## src/rtl/bshifter_seq.sv

```systemverilog
// Iterative shifter/rotator: moves an operand up to STEP positions per clock
// until the requested amount is reached, with valid/ready on both sides.
module bshifter_seq #(
  parameter int WIDTH = 16,
  parameter int STEP  = 4,
  localparam int SHW  = $clog2(WIDTH)
) (
  input  logic             clk,
  input  logic             rst_n,
  input  logic             in_valid,
  output logic             in_ready,
  input  logic [WIDTH-1:0] in_val,
  input  logic [SHW-1:0]   in_amt,
  input  logic [1:0]       in_mode,
  input  logic             in_i,
  output logic             out_valid,
  input  logic             out_ready,
  output logic [WIDTH-1:0] out_res,
  output logic             out_o,
  output logic             busy,
  output logic [1:0]       dbg_state
);

  // Handshake: a transfer happens on a rising edge where valid && ready are
  // both high; out_valid and its payload hold until out_ready is seen.
  typedef enum logic [1:0] {S_IDLE = 2'd0, S_SHIFT = 2'd1, S_DONE = 2'd2} state_t;

  localparam logic [1:0] M_LSL = 2'b00;
  localparam logic [1:0] M_LSR = 2'b01;
  localparam logic [1:0] M_ASR = 2'b10;
  localparam logic [1:0] M_ROL = 2'b11;

  localparam logic [SHW-1:0] STEP_W = SHW'(STEP);

  state_t             state_q, state_d;
  logic [WIDTH-1:0]   work_q, work_d;
  logic [SHW-1:0]     rem_q, rem_d;
  logic [1:0]         mode_q, mode_d;
  logic               fill_q, fill_d;
  logic [WIDTH-1:0]   res_q, res_d;
  logic               o_q, o_d;

  logic [SHW-1:0]     k;
  logic [SHW-1:0]     lsl_idx;
  logic [SHW-1:0]     lsr_idx;
  logic [WIDTH-1:0]   shifted;
  logic               bit_out;

  function automatic logic [WIDTH-1:0] step_shift(input logic [WIDTH-1:0] v,
                                                  input logic [1:0] m,
                                                  input logic f,
                                                  input logic [SHW-1:0] amt);
    logic [WIDTH-1:0] ones;
    logic [WIDTH-1:0] r;
    ones = '1;
    case (m)
      M_LSL:   r = (v << amt) | (f ? ~(ones << amt) : '0);
      M_LSR:   r = (v >> amt) | (f ? ~(ones >> amt) : '0);
      M_ASR:   r = WIDTH'($signed(v) >>> amt);
      default: r = (v << amt) | (v >> (WIDTH - int'(amt)));
    endcase
    return r;
  endfunction

  always_comb begin
    k       = (rem_q < STEP_W) ? rem_q : STEP_W;
    // WIDTH is a power of two, so 0-k wraps to WIDTH-k within SHW bits.
    lsl_idx = SHW'(0) - k;
    lsr_idx = k - SHW'(1);
    shifted = step_shift(work_q, mode_q, fill_q, k);
    bit_out = (mode_q == M_LSL) ? work_q[lsl_idx] : work_q[lsr_idx];
  end

  always_comb begin
    state_d = state_q;
    work_d  = work_q;
    rem_d   = rem_q;
    mode_d  = mode_q;
    fill_d  = fill_q;
    res_d   = res_q;
    o_d     = o_q;
    case (state_q)
      S_IDLE: begin
        if (in_valid) begin
          work_d = in_val;
          rem_d  = in_amt;
          mode_d = in_mode;
          fill_d = in_i;
          if (in_amt == '0) begin
            res_d   = in_val;
            o_d     = 1'b0;
            state_d = S_DONE;
          end else begin
            state_d = S_SHIFT;
          end
        end
      end
      S_SHIFT: begin
        work_d = shifted;
        rem_d  = rem_q - k;
        if (rem_q == k) begin
          res_d   = shifted;
          o_d     = (mode_q == M_ROL) ? shifted[0] : bit_out;
          state_d = S_DONE;
        end
      end
      S_DONE: begin
        if (out_ready) state_d = S_IDLE;
      end
      default: state_d = S_IDLE;
    endcase
  end

  always_ff @(posedge clk or negedge rst_n) begin
    if (!rst_n) begin
      state_q <= S_IDLE;
      work_q  <= '0;
      rem_q   <= '0;
      mode_q  <= '0;
      fill_q  <= 1'b0;
      res_q   <= '0;
      o_q     <= 1'b0;
    end else begin
      state_q <= state_d;
      work_q  <= work_d;
      rem_q   <= rem_d;
      mode_q  <= mode_d;
      fill_q  <= fill_d;
      res_q   <= res_d;
      o_q     <= o_d;
    end
  end

  assign in_ready  = (state_q == S_IDLE);
  assign out_valid = (state_q == S_DONE);
  assign busy      = (state_q != S_IDLE);
  assign out_res   = res_q;
  assign out_o     = o_q;
  assign dbg_state = state_q;

endmodule

```

## config.mk

```make
export PLATFORM = sky130hd
export DESIGN_NAME = bshifter_seq
export DESIGN_NICKNAME = d
export VERILOG_FILES = /design/src/rtl/bshifter_seq.sv
export SDC_FILE = /design/constraint.sdc
export NUM_CORES = 1
export LEC_CHECK = 0
export BUFFER_PORTS_ARGS = -buffer_cell sky130_fd_sc_hd__buf_2
export CAP_MARGIN = 20
export CORE_MARGIN = 3
export CORE_UTILIZATION = 33
export CTS_CLUSTER_SIZE = 16
export DETAILED_ROUTE_END_ITERATION = 7
export SYNTH_ARGS = -nofsm -noshare
export SYNTH_HDL_FRONTEND = slang
export SYNTH_SLANG_ARGS = --single-unit
```

## constraint.sdc

```tcl
create_clock -name clk -period 3.89 [get_ports clk]
set_clock_uncertainty 0.15 [all_clocks]
set_input_delay 0.1945 -clock clk [delete_from_list [all_inputs] [get_ports clk]]
set_output_delay 0.1945 -clock clk [all_outputs]
set_load 0.02 [all_outputs]
```

# Word level (Yosys, flattened, before mapping)
# Cells that the tools add are included.
# totals
regBits	42
latch_bits	0
mem_bits_rw	0
romBits	0
input_bits	27
out_inout_bits	22
elab_cells	71
mem_count	0
# classes
n_addsub	4
multipliers	0
div	0
order_cmp	3
n_eq_ne	10
n_shift	6
mux	27
bitwise	5
reduce_logical	9
# ops
operator	count
16-bit two-way mux	6
16-bit case mux with 2 select lines	2
16-bit OR	3
16-bit case mux with 3 select lines	1
16-bit NOT	2
16-bit by 32-bit right shift with 16-bit output	1
16-bit by 4-bit << shifter with 16-bit output	1
16-bit by 4-bit << shifter with 16-bit output (first input constant)	1
16-bit by 4-bit right shift with 16-bit output	1
16-bit by 4-bit right shift with 16-bit output (first input constant)	1
16-bit by 4-bit >>> shifter with 16-bit output	1
4-bit by 5-bit < comparator with 1-bit output (second input constant)	2
1-bit binary-select mux with 4-bit select	2
2-bit two-way mux	4
4-bit two-way mux	2
4-bit case mux with 2 select lines	1
1-bit two-way mux	7
2-bit equality test (second input constant)	3
2-bit case mux with 3 select lines	1
5-bit by 4-bit subtractor with 6-bit output (first input constant)	1
2-bit by 1-bit equality test with 1-bit output (second input constant)	2
4-bit equality test	1
2-bit logical NOT	2
4-bit logical NOT	1
other kinds (11)	15

# Longest topological paths before layout
# depth
depth_word	10
ltp_mapped	14
mapped_depth_nobuf	11

# Least setup slack after synthesis
# Ideal clock, no wire load.
# synth_path
kind	reg2reg
start	register rem_q[3]
end	register o_q (netlist: out_o)
arrival_ps	2816
required_ps	3616
path_slack_ps	800
path_stages_with_launch	13
period_less_slack_ps	3090
path_cell_list	dfrtp_1 > buf_2 > nor3b_1 > clkbuf_1 > inv_1 > ha_1 > inv_1 > ha_1 > clkbuf_1 > inv_2 > mux4_2 > a21boi_1 > o31a_1
# synth_between
elab_chain_len	10
word_cells_on_any_way	30
classes_between	add/sub: 3; order compare: 1; eq/ne: 2; shift: 6; mux: 12; bitwise: 5; reduce/logical: 1
# synth_lines
item	line_no	source
start: declaration	37	logic [SHW-1:0] rem_q, rem_d;
start signal: assignment	126	rem_q <= rem_d;
branches (longest 10 deep; another with 5-bit by 4-bit subtractor with 6-bit output)	--	
end signal: assignment	122	o_q <= 1'b0;
end signal: assignment	130	o_q <= o_d;
end: declaration	41	logic o_q, o_d;
# Several ways; the timed one is not identified. The select of a mux whose other input is x is not followed.
# A chain may end at the register's enable or synchronous reset.

# Worst setup path after layout
# layout_path
start	register rem_q[2]
end	register res_q[6] (netlist: out_res[6])
# layout_between
elab_chain_len	9
word_cells_on_any_way	22
classes_between	add/sub: 1; order compare: 1; eq/ne: 2; shift: 6; mux: 6; bitwise: 5; reduce/logical: 1
# layout_lines
item	line_no	source
branches (longest 9 deep; another with 5-bit by 4-bit subtractor with 6-bit output)	--	
end signal: assignment	129	res_q <= res_d;
end: declaration	40	logic [WIDTH-1:0] res_q, res_d;
# Several ways; the timed one is not identified. The select of a mux whose other input is x is not followed.

==> results.toml <==
[cts]
ctsRootBufferMaster = "clkbuf_16"
insertion_delay_ps = 300
clk_pin_slew_ps = 70
htree_levels = 2
cts_tree = "yes"
cts_setup_buffers = 0
numCtsBuffers = 5
cts_sinks = 42
clock_path_buffers = 2

[sta]
min_period_ps = 3300
layout_setup_ws_ps = 592
worstMarginPinSlew_ps = 743
setup_viol = 0
hold_ws_ps = 30.0
slew_viol_final = 0
fin_crit_sh = 0.848
rsz0062_at_grt = "no"
fin_setup_tns_ps = 0
finalHoldViolations = 0
fmax_mhz = 303
slew_headroom = 0.498

[route]
dr.pass1.iters = 6
ant_nets = 0
via_count = 4579
drc = 0
vias_per_cell = 6.20
wl_per_cell_um = 21.4
drtIter0Drc = 544
drt_wl_total_mm = 15.8

[worst_setup_path]
worst-path-buf-inv = 2
critPathSlowestCell = "dfrtp_1"
path_max_fanout = 16
cp-startpoint = "rem_q[2]"
end_kind = "flop"
rr_startpoint = "rem_q[2]"
critical_path_class = "flop to flop"
worstPathCellList = "nor3b_1, inv_1, ha_1, inv_1, ha_1, nor4_1, o21ai_0, nand3_1, a221oi_1, o31ai_1"
cpPeakStageDelay_ps = 570
worst-endpoint-arrival_ps = 3350
crit_family = "simple AND/OR/NAND/NOR gates"
start_kind = "flop"
crit_required_ps = 3940

[placed_design]
port_buffers = 48
routabilityCongestion = 0.977
pre_cts_ws_ps = 630
dpl.hpwl_mm = 11.0
dpl_cell_area_um2 = 4530

[logic_synthesis]
ys_seq_area_frac = 0.253
synthAdderAreaFrac = 0.0271
syn_avg_cell_area_um2 = 7.63
synth_compound_gate_area_share = 0.305
synth_top_family_by_area = "compound AO/OA/AOI/OAI gates"
synth_seq_cells = 42
yosysWarnings = 0
synth_flop_cell = "dfrtp_1"
synth_cells = 545
syn_area_um2 = 4160
synth_edf_count = 0
synthSimpleGateAreaFrac = 0.206
synth_nets = 581
synthArstFlopShare = 1.00
synth_xor_area_frac = 0
synthMuxAreaShare = 0.142
synthDistinctLibCells = 60

[floorplanning]
start_util = 0.342
die_area_um2 = 14000
die_h_um = 118
coreArea_um2 = 12200
die_w_um = 118
io_pins = 49
row_count = 40

[grt]
grt_pass1_wl_mm = 24.7
grt_pass1_vias = 4260
grtUsageTotal = 0.220
antenna_found_initial = 0
use_met3 = 0.0292
grt-busiest-layer = "met2"
grt-ovfl-total = 0
met1_usage = 0.313
grt_max_degree = 61
grt_use_met2 = 0.343

[layout]
fin_area_um2 = 4750
area_growth_syn_to_layout_pct = 14.3
nets = 606
diodes = 0
final_cell_mix = "59 x nand2_1, 56 x o21ai_0, 50 x nor2_1, 48 x buf_2, 46 x a21oi_1"
num-fill-cells = 1226
final_common_cell = "nand2_1"
drive_above_1_share = 0.187

[job]
maxCapViolCount = 0

[run_status]
status = "finished clean"

[min_path]
hold_class = "input port to flop"
min_from = "in_amt[3]"
-- final cells by class --
type,instances,area [um2],area share
clock buffer,6,139,0.0292
clock inverter,2,12.5,0.00263
inverter,16,60.1,0.0126
multi-input combinational,434,2840,0.598
sequential,42,1050,0.221
tap,168,210,0.0442
timing repair buffer,71,438,0.0921
-- worst paths after layout --
path / endpoint / cells after the start / slack, ps
setup / recovery: out_res[6] / 10 / 590
hold / removal: rem_q[3] / 3 / 30
setup reg to reg: out_res[6] / 10 / 590
hold reg to reg: out_res[4] / 2 / 340
max in group asynchronous: rem_q[0] / 3 / 2890
min in group asynchronous: out_res[10] / 2 / 190
-- per-stage QoR --
step	instances	utilization
after global routing	739	0.391
final	739	0.391
after CTS	738	0.389
after detailed placement	725	0.373
after global placement	725	0.373
after floorplan	545	-
-- logic make-up (layout without fill, tap and decap cells) --
group / after synthesis / count (layout)
other: 1 / 1
muxes: 49 / 49
DFF: 42 / 42
buffers and inverters: 69 / 95
AOI/OAI and AO/OA: 197 / 197
adders and majority gates: 9 / 9
and+or+nand+nor: 178 / 178
-- routing by layer --
metal  wire length, um  vias up
li1                  -     2070
met2              7240      263
met3              1240       38
met5                 0        -
met4               548        0
met1              6780     2208
-- sequential cells by signal (all words and copies together) (netlist names) --
signal     cells
rem_q          4
work_q        16
mode_q         2
fill_q         1
out_o          1
dbg_state      2
out_res       16
-- worst min-delay path, cell delays in order --
cell and delay, ps:
buf_2 100, nand2_1 70, o21ai_0 70
-- synthesized netlist by cell type, drive strengths merged (2+ instances only) --
cell     n  area [um2]
a211o    2        17.5
a211oi   7        52.6
a21boi   3        22.5
a21oi   46         230
a221oi   7        61.3
a22o     6        52.6
a22oi   11        82.6
a311oi   4        35.0
a31oi   11        68.8
a32oi    4        35.0
and2     3        18.8
and3     6        37.5
buf     18        83.8
clkbuf  35         131
dfrtp   42        1050
ha       9         113
inv     15        56.3
mux2     9         101
mux2i   33         330
mux4     7         158
nand2   59         221
nand2b   7        43.8
nand3    8        40.0
nor2    51         191
nor2b    4        25.0
nor3    11        55.1
nor3b    9        78.8
nor4     6        43.8
nor4bb   2        20.0
o211ai   8        60.1
o21a     4        30.0
o21ai   56         280
o21bai   2        15.0
o221a    2        22.5
o221ai   5        43.8
o22ai    2        12.5
o31ai    4        30.0
o41ai    4        35.0
or2      3        18.8
or3      5        31.3
or3b     2        17.5
-- timing repair --
| item | 4_1_cts | 5_1_grt |
|---|---|---|
| endpoints found under the hold margin | 46 | 0 |
| resized for setup | 0 | 0 |
| hold buffers | 5 | 0 |
Power is not shown: default switching activity piles up to over one toggle a cycle in this logic, so the estimate is an artifact.
